[config.mk]
export PLATFORM = sky130hd
export DESIGN_NAME = ws2812b_frame_scheduler_flat
export DESIGN_NICKNAME = d
export VERILOG_FILES = /design/src/rtl/ws2812b_frame_scheduler_pkg.sv /design/src/rtl/ws2812b_frame_scheduler_if.sv /design/src/rtl/ws2812b_frame_scheduler_led_fetch.sv /design/src/rtl/ws2812b_frame_scheduler.sv /design/src/flat_wrapper.sv
export SDC_FILE = /design/constraint.sdc
export NUM_CORES = 1
export LEC_CHECK = 0
export CAP_MARGIN = 20
export CORE_MARGIN = 2
export CORE_UTILIZATION = 55
export DETAILED_ROUTE_END_ITERATION = 16
export HOLD_SLACK_MARGIN = 0.02
export PLACE_DENSITY = 0.94
export SLEW_MARGIN = 20
export SYNTH_ARGS = -nofsm -noshare
export SYNTH_HDL_FRONTEND = slang
export SYNTH_SLANG_ARGS = --single-unit
[constraint.sdc]
create_clock -name clk -period 3.3 [get_ports clk]
set_input_delay 0.99 -clock clk [delete_from_list [all_inputs] [get_ports clk]]
set_output_delay 0.99 -clock clk [all_outputs]
set_load 0.1 [all_outputs]
[src/rtl/ws2812b_frame_scheduler_pkg.sv]
// rtl/ws2812b_frame_scheduler_pkg.sv - shared constants, state encoding and sizing helper
// Purpose: definitions shared by the frame scheduler, its LED fetch unit and the bus interface.
// Ports: none (package).
package ws2812b_pkg;

  localparam int BYTES_PER_LED = 3;

  // Colour byte order inside one stripe's 3-byte group in BRAM.
  localparam int COL_G = 0;
  localparam int COL_R = 1;
  localparam int COL_B = 2;

  typedef enum logic [1:0] {
    ST_IDLE    = 2'd0,
    ST_FETCH   = 2'd1,
    ST_PRESENT = 2'd2
  } sched_state_t;

  // Bytes occupied by one full frame (one bank) in BRAM.
  function automatic int frame_bytes(input int led_count, input int stripe_count);
    return led_count * BYTES_PER_LED * stripe_count;
  endfunction

endpackage

[src/rtl/ws2812b_frame_scheduler_if.sv]
// rtl/ws2812b_frame_scheduler_if.sv - BRAM read bus plus bitstream handshake
// Purpose: bundles the BRAM read port and the bitstream available/read handshake.
// Ports (signals):
//   mem_addr            scheduler -> BRAM      read address
//   mem_data            BRAM -> scheduler      read data, one cycle after mem_addr
//   bitstream           scheduler -> consumer  packed GRB word, all stripes
//   bitstream_available scheduler -> consumer  word valid and waiting
//   bitstream_read      consumer -> scheduler  single-cycle accept pulse
// Modports: master = scheduler side, slave = BRAM/consumer side.
interface ws2812b_frame_scheduler_if #(
  parameter int STRIPE_COUNT = 2,
  parameter int ADDR_WIDTH   = 14
);

  logic [ADDR_WIDTH-1:0]     mem_addr;
  logic [7:0]                mem_data;
  logic [24*STRIPE_COUNT-1:0] bitstream;
  logic                      bitstream_available;
  logic                      bitstream_read;

  modport master (
    output mem_addr,
    output bitstream,
    output bitstream_available,
    input  mem_data,
    input  bitstream_read
  );

  modport slave (
    input  mem_addr,
    input  bitstream,
    input  bitstream_available,
    output mem_data,
    output bitstream_read
  );

endinterface

[src/rtl/ws2812b_frame_scheduler_led_fetch.sv]
// rtl/ws2812b_frame_scheduler_led_fetch.sv - fetches and packs all colour bytes of one LED position
// Purpose: on start, issues N = 3*STRIPE_COUNT consecutive BRAM addresses from base_addr,
//          captures each returned byte one cycle later into its packed GRB slot and
//          raises done in the cycle the last byte is being captured.
// Ports:
//   clk, resetn   clock, synchronous active-low reset
//   start         single-cycle request; base_addr is sampled with it
//   base_addr     address of byte 0 (stripe 0, G) of the LED position
//   mem_addr      BRAM read address; holds its last value when idle
//   mem_data      BRAM read data
//   bitstream     packed word; stripe s at [24s+23:24s], G/R/B high to low
//   done          last byte is on mem_data and is written this cycle
module ws2812b_led_fetch
  import ws2812b_pkg::*;
#(
  parameter int STRIPE_COUNT = 2,
  parameter int ADDR_WIDTH   = 14
) (
  input  logic                       clk,
  input  logic                       resetn,
  input  logic                       start,
  input  logic [ADDR_WIDTH-1:0]      base_addr,
  output logic [ADDR_WIDTH-1:0]      mem_addr,
  input  logic [7:0]                 mem_data,
  output logic [24*STRIPE_COUNT-1:0] bitstream,
  output logic                       done
);

  localparam int N     = BYTES_PER_LED * STRIPE_COUNT;
  localparam int IDX_W = $clog2(N);
  localparam logic [IDX_W-1:0] LAST_IDX = IDX_W'(N - 1);

  logic                       issuing_q, issuing_d;
  logic [IDX_W-1:0]           issue_idx_q, issue_idx_d;
  logic [ADDR_WIDTH-1:0]      addr_q, addr_d;
  logic                       cap_valid_q, cap_valid_d;
  logic [IDX_W-1:0]           cap_idx_q, cap_idx_d;
  logic [24*STRIPE_COUNT-1:0] bits_q, bits_d;

  always_ff @(posedge clk) begin
    if (!resetn) begin
      issuing_q   <= 1'b0;
      issue_idx_q <= '0;
      addr_q      <= '0;
      cap_valid_q <= 1'b0;
      cap_idx_q   <= '0;
      bits_q      <= '0;
    end else begin
      issuing_q   <= issuing_d;
      issue_idx_q <= issue_idx_d;
      addr_q      <= addr_d;
      cap_valid_q <= cap_valid_d;
      cap_idx_q   <= cap_idx_d;
      bits_q      <= bits_d;
    end
  end

  // Address issue: one byte per cycle, address register holds once the run ends.
  always_comb begin
    issuing_d   = issuing_q;
    issue_idx_d = issue_idx_q;
    addr_d      = addr_q;
    if (start) begin
      issuing_d   = 1'b1;
      issue_idx_d = '0;
      addr_d      = base_addr;
    end else if (issuing_q) begin
      if (issue_idx_q == LAST_IDX) begin
        issuing_d = 1'b0;
      end else begin
        issue_idx_d = issue_idx_q + 1'b1;
        addr_d      = addr_q + 1'b1;
      end
    end
  end

  // Capture pipeline trails the issue stage by the one-cycle BRAM latency.
  always_comb begin
    cap_valid_d = issuing_q;
    cap_idx_d   = issue_idx_q;
    bits_d      = bits_q;
    if (cap_valid_q) begin
      for (int n = 0; n < N; n++) begin
        // Byte n is stripe n/3, colour n%3; G lands in the top byte of the stripe group.
        if (cap_idx_q == IDX_W'(n)) begin
          bits_d[24*(n/BYTES_PER_LED) + 8*(COL_B - (n % BYTES_PER_LED)) +: 8] = mem_data;
        end
      end
    end
  end

  assign mem_addr  = addr_q;
  assign bitstream = bits_q;
  assign done      = cap_valid_q && (cap_idx_q == LAST_IDX);

endmodule

[src/rtl/ws2812b_frame_scheduler.sv]
// rtl/ws2812b_frame_scheduler.sv - streams one LED frame from BRAM to the WS2812B output stage
// Purpose: on frame_tick walks all LED positions of the display bank, fetching and packing each
//          position's bytes for every stripe and presenting them with an available/read
//          handshake. Owns ping-pong bank selection; banks swap only at frame start.
// Ports:
//   clk, resetn    clock, synchronous active-low reset
//   frame_tick     frame start request (single-cycle strobe)
//   wr_frame_done  writer finished the write bank (single-cycle strobe)
//   bus            master side of BRAM read port + bitstream handshake
//   busy           frame in progress
//   frame_done     single-cycle pulse after the last LED is accepted
//   disp_bank      bank being displayed; write bank is ~disp_bank
//   overrun_count  frame_tick strobes dropped while busy, saturating at 255
module ws2812b_frame_scheduler
  import ws2812b_pkg::*;
#(
  parameter int STRIPE_COUNT = 2,
  parameter int LED_COUNT    = 121,
  parameter int ADDR_WIDTH   = 14
) (
  input  logic                             clk,
  input  logic                             resetn,
  input  logic                             frame_tick,
  input  logic                             wr_frame_done,
  ws2812b_frame_scheduler_if.master        bus,
  output logic                             busy,
  output logic                             frame_done,
  output logic                             disp_bank,
  output logic [7:0]                       overrun_count
);

  localparam int N     = BYTES_PER_LED * STRIPE_COUNT;
  localparam int FB    = frame_bytes(LED_COUNT, STRIPE_COUNT);
  localparam int LED_W = (LED_COUNT > 1) ? $clog2(LED_COUNT) : 1;
  localparam logic [LED_W-1:0]      LAST_LED  = LED_W'(LED_COUNT - 1);
  localparam logic [ADDR_WIDTH-1:0] BANK1_BASE = ADDR_WIDTH'(FB);
  localparam logic [ADDR_WIDTH-1:0] LED_STEP   = ADDR_WIDTH'(N);

  sched_state_t          state_q, state_d;
  logic [LED_W-1:0]      led_idx_q, led_idx_d;
  logic [ADDR_WIDTH-1:0] led_base_q, led_base_d;
  logic                  disp_bank_q, disp_bank_d;
  logic                  swap_pending_q, swap_pending_d;
  logic                  frame_done_q, frame_done_d;
  logic [7:0]            overrun_q, overrun_d;

  logic                  fetch_start;
  logic                  fetch_done;
  logic [ADDR_WIDTH-1:0] fetch_addr;
  logic [24*STRIPE_COUNT-1:0] fetch_bits;

  wire last_led = (led_idx_q == LAST_LED);
  wire accepted = (state_q == ST_PRESENT) && bus.bitstream_read;

  // State register and datapath flops.
  always_ff @(posedge clk) begin
    if (!resetn) begin
      state_q        <= ST_IDLE;
      led_idx_q      <= '0;
      led_base_q     <= '0;
      disp_bank_q    <= 1'b0;
      swap_pending_q <= 1'b0;
      frame_done_q   <= 1'b0;
      overrun_q      <= '0;
    end else begin
      state_q        <= state_d;
      led_idx_q      <= led_idx_d;
      led_base_q     <= led_base_d;
      disp_bank_q    <= disp_bank_d;
      swap_pending_q <= swap_pending_d;
      frame_done_q   <= frame_done_d;
      overrun_q      <= overrun_d;
    end
  end

  // Next-state logic.
  always_comb begin
    state_d = state_q;
    case (state_q)
      ST_IDLE:    if (frame_tick) state_d = ST_FETCH;
      ST_FETCH:   if (fetch_done) state_d = ST_PRESENT;
      ST_PRESENT: if (bus.bitstream_read) state_d = last_led ? ST_IDLE : ST_FETCH;
      default:    state_d = ST_IDLE;
    endcase
  end

  // Output / datapath logic.
  always_comb begin
    fetch_start    = 1'b0;
    led_idx_d      = led_idx_q;
    led_base_d     = led_base_q;
    disp_bank_d    = disp_bank_q;
    frame_done_d   = 1'b0;
    overrun_d      = overrun_q;
    // Strobes coalesce; the pending swap is consumed only when a frame starts.
    swap_pending_d = swap_pending_q | wr_frame_done;

    if (state_q == ST_IDLE && frame_tick) begin
      disp_bank_d    = disp_bank_q ^ (swap_pending_q | wr_frame_done);
      swap_pending_d = 1'b0;
      led_idx_d      = '0;
      led_base_d     = disp_bank_d ? BANK1_BASE : '0;
      fetch_start    = 1'b1;
    end

    if (state_q != ST_IDLE && frame_tick && overrun_q != 8'hFF) begin
      overrun_d = overrun_q + 8'd1;
    end

    if (accepted) begin
      if (last_led) begin
        frame_done_d = 1'b1;
      end else begin
        led_idx_d   = led_idx_q + 1'b1;
        led_base_d  = led_base_q + LED_STEP;
        fetch_start = 1'b1;
      end
    end
  end

  ws2812b_led_fetch #(
    .STRIPE_COUNT (STRIPE_COUNT),
    .ADDR_WIDTH   (ADDR_WIDTH)
  ) u_led_fetch (
    .clk       (clk),
    .resetn    (resetn),
    .start     (fetch_start),
    .base_addr (led_base_d),
    .mem_addr  (fetch_addr),
    .mem_data  (bus.mem_data),
    .bitstream (fetch_bits),
    .done      (fetch_done)
  );

  assign bus.mem_addr            = fetch_addr;
  assign bus.bitstream           = fetch_bits;
  assign bus.bitstream_available = (state_q == ST_PRESENT);
  assign busy                    = (state_q != ST_IDLE);
  assign frame_done              = frame_done_q;
  assign disp_bank               = disp_bank_q;
  assign overrun_count           = overrun_q;

endmodule

[src/flat_wrapper.sv]
// flat-port wrapper written by rule: the top's interface ports become plain ports
module ws2812b_frame_scheduler_flat import ws2812b_pkg::*;
#(
  parameter int STRIPE_COUNT = 2,
  parameter int LED_COUNT    = 121,
  parameter int ADDR_WIDTH   = 14
)
  (clk, resetn, frame_tick, wr_frame_done, busy, frame_done, disp_bank, overrun_count, bus_mem_addr, bus_bitstream, bus_bitstream_available, bus_mem_data, bus_bitstream_read);
  ws2812b_frame_scheduler_if #(.STRIPE_COUNT(STRIPE_COUNT), .ADDR_WIDTH(ADDR_WIDTH)) bus_i ();
  input  logic clk;
  input  logic resetn;
  input  logic frame_tick;
  input  logic wr_frame_done;
  output logic busy;
  output logic frame_done;
  output logic disp_bank;
  output logic [7:0] overrun_count;
  output wire logic [$bits(bus_i.mem_addr)-1:0] bus_mem_addr;
  output wire logic [$bits(bus_i.bitstream)-1:0] bus_bitstream;
  output wire logic [$bits(bus_i.bitstream_available)-1:0] bus_bitstream_available;
  input wire logic [$bits(bus_i.mem_data)-1:0] bus_mem_data;
  input wire logic [$bits(bus_i.bitstream_read)-1:0] bus_bitstream_read;
  assign bus_mem_addr = bus_i.mem_addr;
  assign bus_bitstream = bus_i.bitstream;
  assign bus_bitstream_available = bus_i.bitstream_available;
  assign bus_i.mem_data = bus_mem_data;
  assign bus_i.bitstream_read = bus_bitstream_read;
  ws2812b_frame_scheduler #(.STRIPE_COUNT(STRIPE_COUNT), .LED_COUNT(LED_COUNT), .ADDR_WIDTH(ADDR_WIDTH)) u_core (.clk(clk), .resetn(resetn), .frame_tick(frame_tick), .wr_frame_done(wr_frame_done), .bus(bus_i), .busy(busy), .frame_done(frame_done), .disp_bank(disp_bank), .overrun_count(overrun_count));
endmodule
==> flow_summary.json <==
{
  "regToRegSetupSlack_ns": 1.22,
  "endpoint_kind": "flop",
  "die_area_mm2": 0.00877,
  "clockRootBuffer": "clkbuf_8",
  "cts_setup_buffers": 0,
  "path_max_fanout": 7,
  "synth_cells": 529,
  "maxSlewViolCount": 0,
  "required_ns": 3.61,
  "cp-start-kind": "primary input",
  "max_freq_ghz": 0.404,
  "core_area_mm2": 0.00777,
  "hpwl_mm": 7.88,
  "final_antenna_net_count": 0,
  "htreeDepth": 3,
  "chipWidth_um": 93.6,
  "leakagePower_nw": 2.09,
  "finalSetupViolations": 0,
  "clk_path_buf_depth": 2,
  "setup_tns_ns": 0,
  "status": "finished clean",
  "yosysSeqAreaShare_pct": 47.1,
  "path_clk_slew_ns": 0.13,
  "utilization_pct": 69.2,
  "synthFlopType": "dfxtp_1",
  "cp_top_family": "simple AND/OR/NAND/NOR gates",
  "ys_ff_latch": 104,
  "rows": 32,
  "r2r_end": "u_core.u_led_fetch.mem_addr[11]",
  "io_buffers": 86,
  "hold_buffers": 0,
  "fin_crit_sh_pct": 75.1,
  "grt_pass1_vias": 3844,
  "syn_area_per_cell_um2": 8.35,
  "overflow": 0,
  "cts_sinks": 104,
  "cp_slowest_cell": "clkdlybuf4s50_1",
  "nNetsFinal": 633,
  "diodes": 0,
  "gp_congestion": 0.840,
  "pin_count": 87,
  "cts_tree": "yes",
  "min-delay-start": "u_core.u_led_fetch.bitstream[10]",
  "relSlewSlack_pct": 43.4,
  "grt_max_degree": 57,
  "synth_cell_types": 58,
  "grt_use_total_pct": 25.3,
  "yosys.area.top_type_share_pct": 47.1,
  "cellPowerDensity_mw_per_mm2": 450,
  "hold_path_depth": 2,
  "hold_end": "u_core.u_led_fetch.bitstream[10]",
  "fin_skew_ns": 0.0190,
  "reg2regPathDepth": 7,
  "start_util_pct": 56.9,
  "hold_path.class": "reg2reg",
  "critPathBufInv": 1,
  "finalPower_mw": 2.42,
  "synth_edf_count": 0,
  "ir_worst_vdd_mv": 0.370,
  "async_reset_ff_share_pct": 0,
  "cts_buffers": 9,
  "wire_per_inst_um": 15.3,
  "synth_area_mm2": 0.00442,
  "worst_pin_slew_ns": 0.842,
  "antenna_found_initial": 0,
  "fillers": 632,
  "drive_gt1_share_pct": 17.3,
  "placed_cells": 704,
  "rr_startpoint": "u_core.led_base_q[1]",
  "rsz0062_at_grt": "false",
  "areaGrowthSynthToFinish_pct": 21.7,
  "syn_nets": 549,
  "first_pass_iters": 5,
  "cts-resized-gates": 0,
  "crit_chain": "clkdlybuf4s50_1 > nor3b_2 > nand3_1 > o211ai_1 > and3_1 > o2bb2ai_1",
  "synth_top_cell_by_area": "dfxtp_1",
  "dpl_worst_slack_ns": 0.524,
  "yosysWarnings": 0,
  "finalNonFillerCells": 720,
  "synth.area.top_cells": "dfxtp_1 47%, nand2_1 10%, a21oi_1 7.5%, xor2_1 3.8%, nor2_1 3.4%",
  "setup.worst_path.class": "in2reg",
  "die-height_um": 93.6,
  "drt-initial-drc-count": 287,
  "via_count": 4112,
  "period_minus_slack_ns": 2.48,
  "viasPerCell": 5.71,
  "clk-insertion-delay-late_ns": 0.38,
  "grt_pass1_wl_mm": 17.9,
  "cap_violations": 0,
  "drc": 0,
  "totalWireLength_mm": 11.0,
  "arrival_ns": 2.79,
  "max_stage_delay_ns": 0.52,
  "setup_slack_ns": 0.822,
  "hold_viol_final": 0
}
registers in the layout, summed over array words and instances, names as in the netlist:
name / cells
u_core.frame_done: 1
u_core.state_q: 2
u_core.overrun_count: 8
u_core.disp_bank: 1
u_core.led_base_q: 14
u_core.u_led_fetch.cap_valid_q: 1
u_core.u_led_fetch.cap_idx_q: 3
u_core.u_led_fetch.cap_idx_d: 3
u_core.swap_pending_q: 1
u_core.u_led_fetch.mem_addr: 14
u_core.u_led_fetch.cap_valid_d: 1
u_core.u_led_fetch.bitstream: 48
u_core.led_idx_q: 7
routing by layer:
layer,GRT usage [%],vias to the layer above,part of all wire [%]
met1,32.9,1926,41
met2,43.4,190,51
met5,0,-,0
met4,7.13,0,0.87
met3,4.51,12,7.3
li1,-,1984,-
worst max-delay path by stage:
stage,cells after the start,slack (ns),startpoint,endpoint
3_5_place_dp,6,0.52,frame_tick,u_core.u_led_fetch.mem_addr[1]
3_3_place_gp,6,0.59,frame_tick,u_core.u_led_fetch.mem_addr[1]
5_1_grt,6,0.69,frame_tick,u_core.u_led_fetch.mem_addr[1]
6_report,6,0.82,frame_tick,u_core.u_led_fetch.mem_addr[2]
4_1_cts,6,0.88,frame_tick,u_core.u_led_fetch.mem_addr[1]
2_1_floorplan,1,0.47,u_core.state_q[1],bus_bitstream_available
kinds of logic (layout without fill, tap and decap cells):
family,after synthesis,count (layout),synth area share (%)
AOI/OAI and AO/OA,112,112,14.8
muxes,2,2,0.566
and+or+nand+nor,241,241,25.5
buffers and inverters,27,116,2.97
adders and majority gates,7,7,1.98
xor gates and xnor gates,36,36,7.14
DFF,104,104,47.1
report_power, final:
| group | total [mW] | leakage [nW] | switching, mW | internal (mW) |
|---|---|---|---|---|
| logic | 0.294 | 1.15 | 0.216 | 0.0788 |
| clock network | 0.809 | 0.105 | 0.501 | 0.307 |
| registers | 1.32 | 0.842 | 0.0335 | 1.28 |
| total | 2.42 | 2.09 | 0.750 | 1.67 |
cell type report:
cell class / count / area (µm²) / share of cell area [%]
sequential: 104 / 2080 / 38.7
inverter: 10 / 37.5 / 0.698
clock buffer: 9 / 124 / 2.30
timing repair buffer: 90 / 718 / 13.4
clock inverter: 7 / 83.8 / 1.56
multi-input combinational: 398 / 2200 / 41.0
tap: 102 / 128 / 2.37
cell usage after synthesis (2+ instances only):
master / count
and2_1: 5
ha_1: 7
a211oi_1: 2
a31oi_1: 5
a22oi_1: 4
buf_1: 4
o22ai_1: 3
nand2_1: 123
or3_1: 4
o2bb2ai_1: 2
nor3_2: 3
o21ai_0: 14
xor2_1: 19
nand3_1: 19
dfxtp_1: 104
nand4_1: 7
nand3b_1: 3
and3_1: 8
clkbuf_1: 6
nor2b_1: 4
nor3_1: 8
xnor2_1: 17
nor2_1: 40
o211ai_1: 2
inv_1: 10
buf_6: 3
a21oi_1: 66
nand2b_1: 4
buf_2: 3
nand2_2: 2
layout by cell type, fill, tap and decap left out, drive strengths merged, types with 2 or more instances in the layout:
| cell | count |
|---|---|
| nand4 | 7 |
| nand3b | 4 |
| clkbuf | 9 |
| a22oi | 4 |
| clkinv | 3 |
| nand2 | 125 |
| nor3 | 11 |
| nand3 | 19 |
| dfxtp | 104 |
| o22ai | 3 |
| nor2b | 4 |
| or3 | 4 |
| and3 | 9 |
| nor2 | 41 |
| buf | 78 |
| ha | 7 |
| a21oi | 67 |
| inv | 14 |
| and2 | 6 |
| clkdlybuf4s50 | 12 |
| o211ai | 2 |
| xnor2 | 17 |
| xor2 | 19 |
| a211oi | 2 |
| a31oi | 5 |
| nand2b | 4 |
| o21ai | 14 |
| o2bb2ai | 2 |
stage by stage:
stage	hold WS [ns]	instance area, µm²
6_report	0.465	5380
5_1_grt	0.481	5380
4_1_cts	0.465	5380
3_5_place_dp	0.448	5170
3_3_place_gp	0.443	5170
2_1_floorplan	0.441	4420
worst register-to-register path, cell delays in order, from the launching register on:
cell,delay [ns]
dfxtp_1,0.42
inv_1,0.07
ha_1,0.23
and3b_1,0.28
and3_1,0.39
nand2_2,0.11
mux2_4,0.32
o22ai_1,0.18
(Power assumes the default switching activity.)
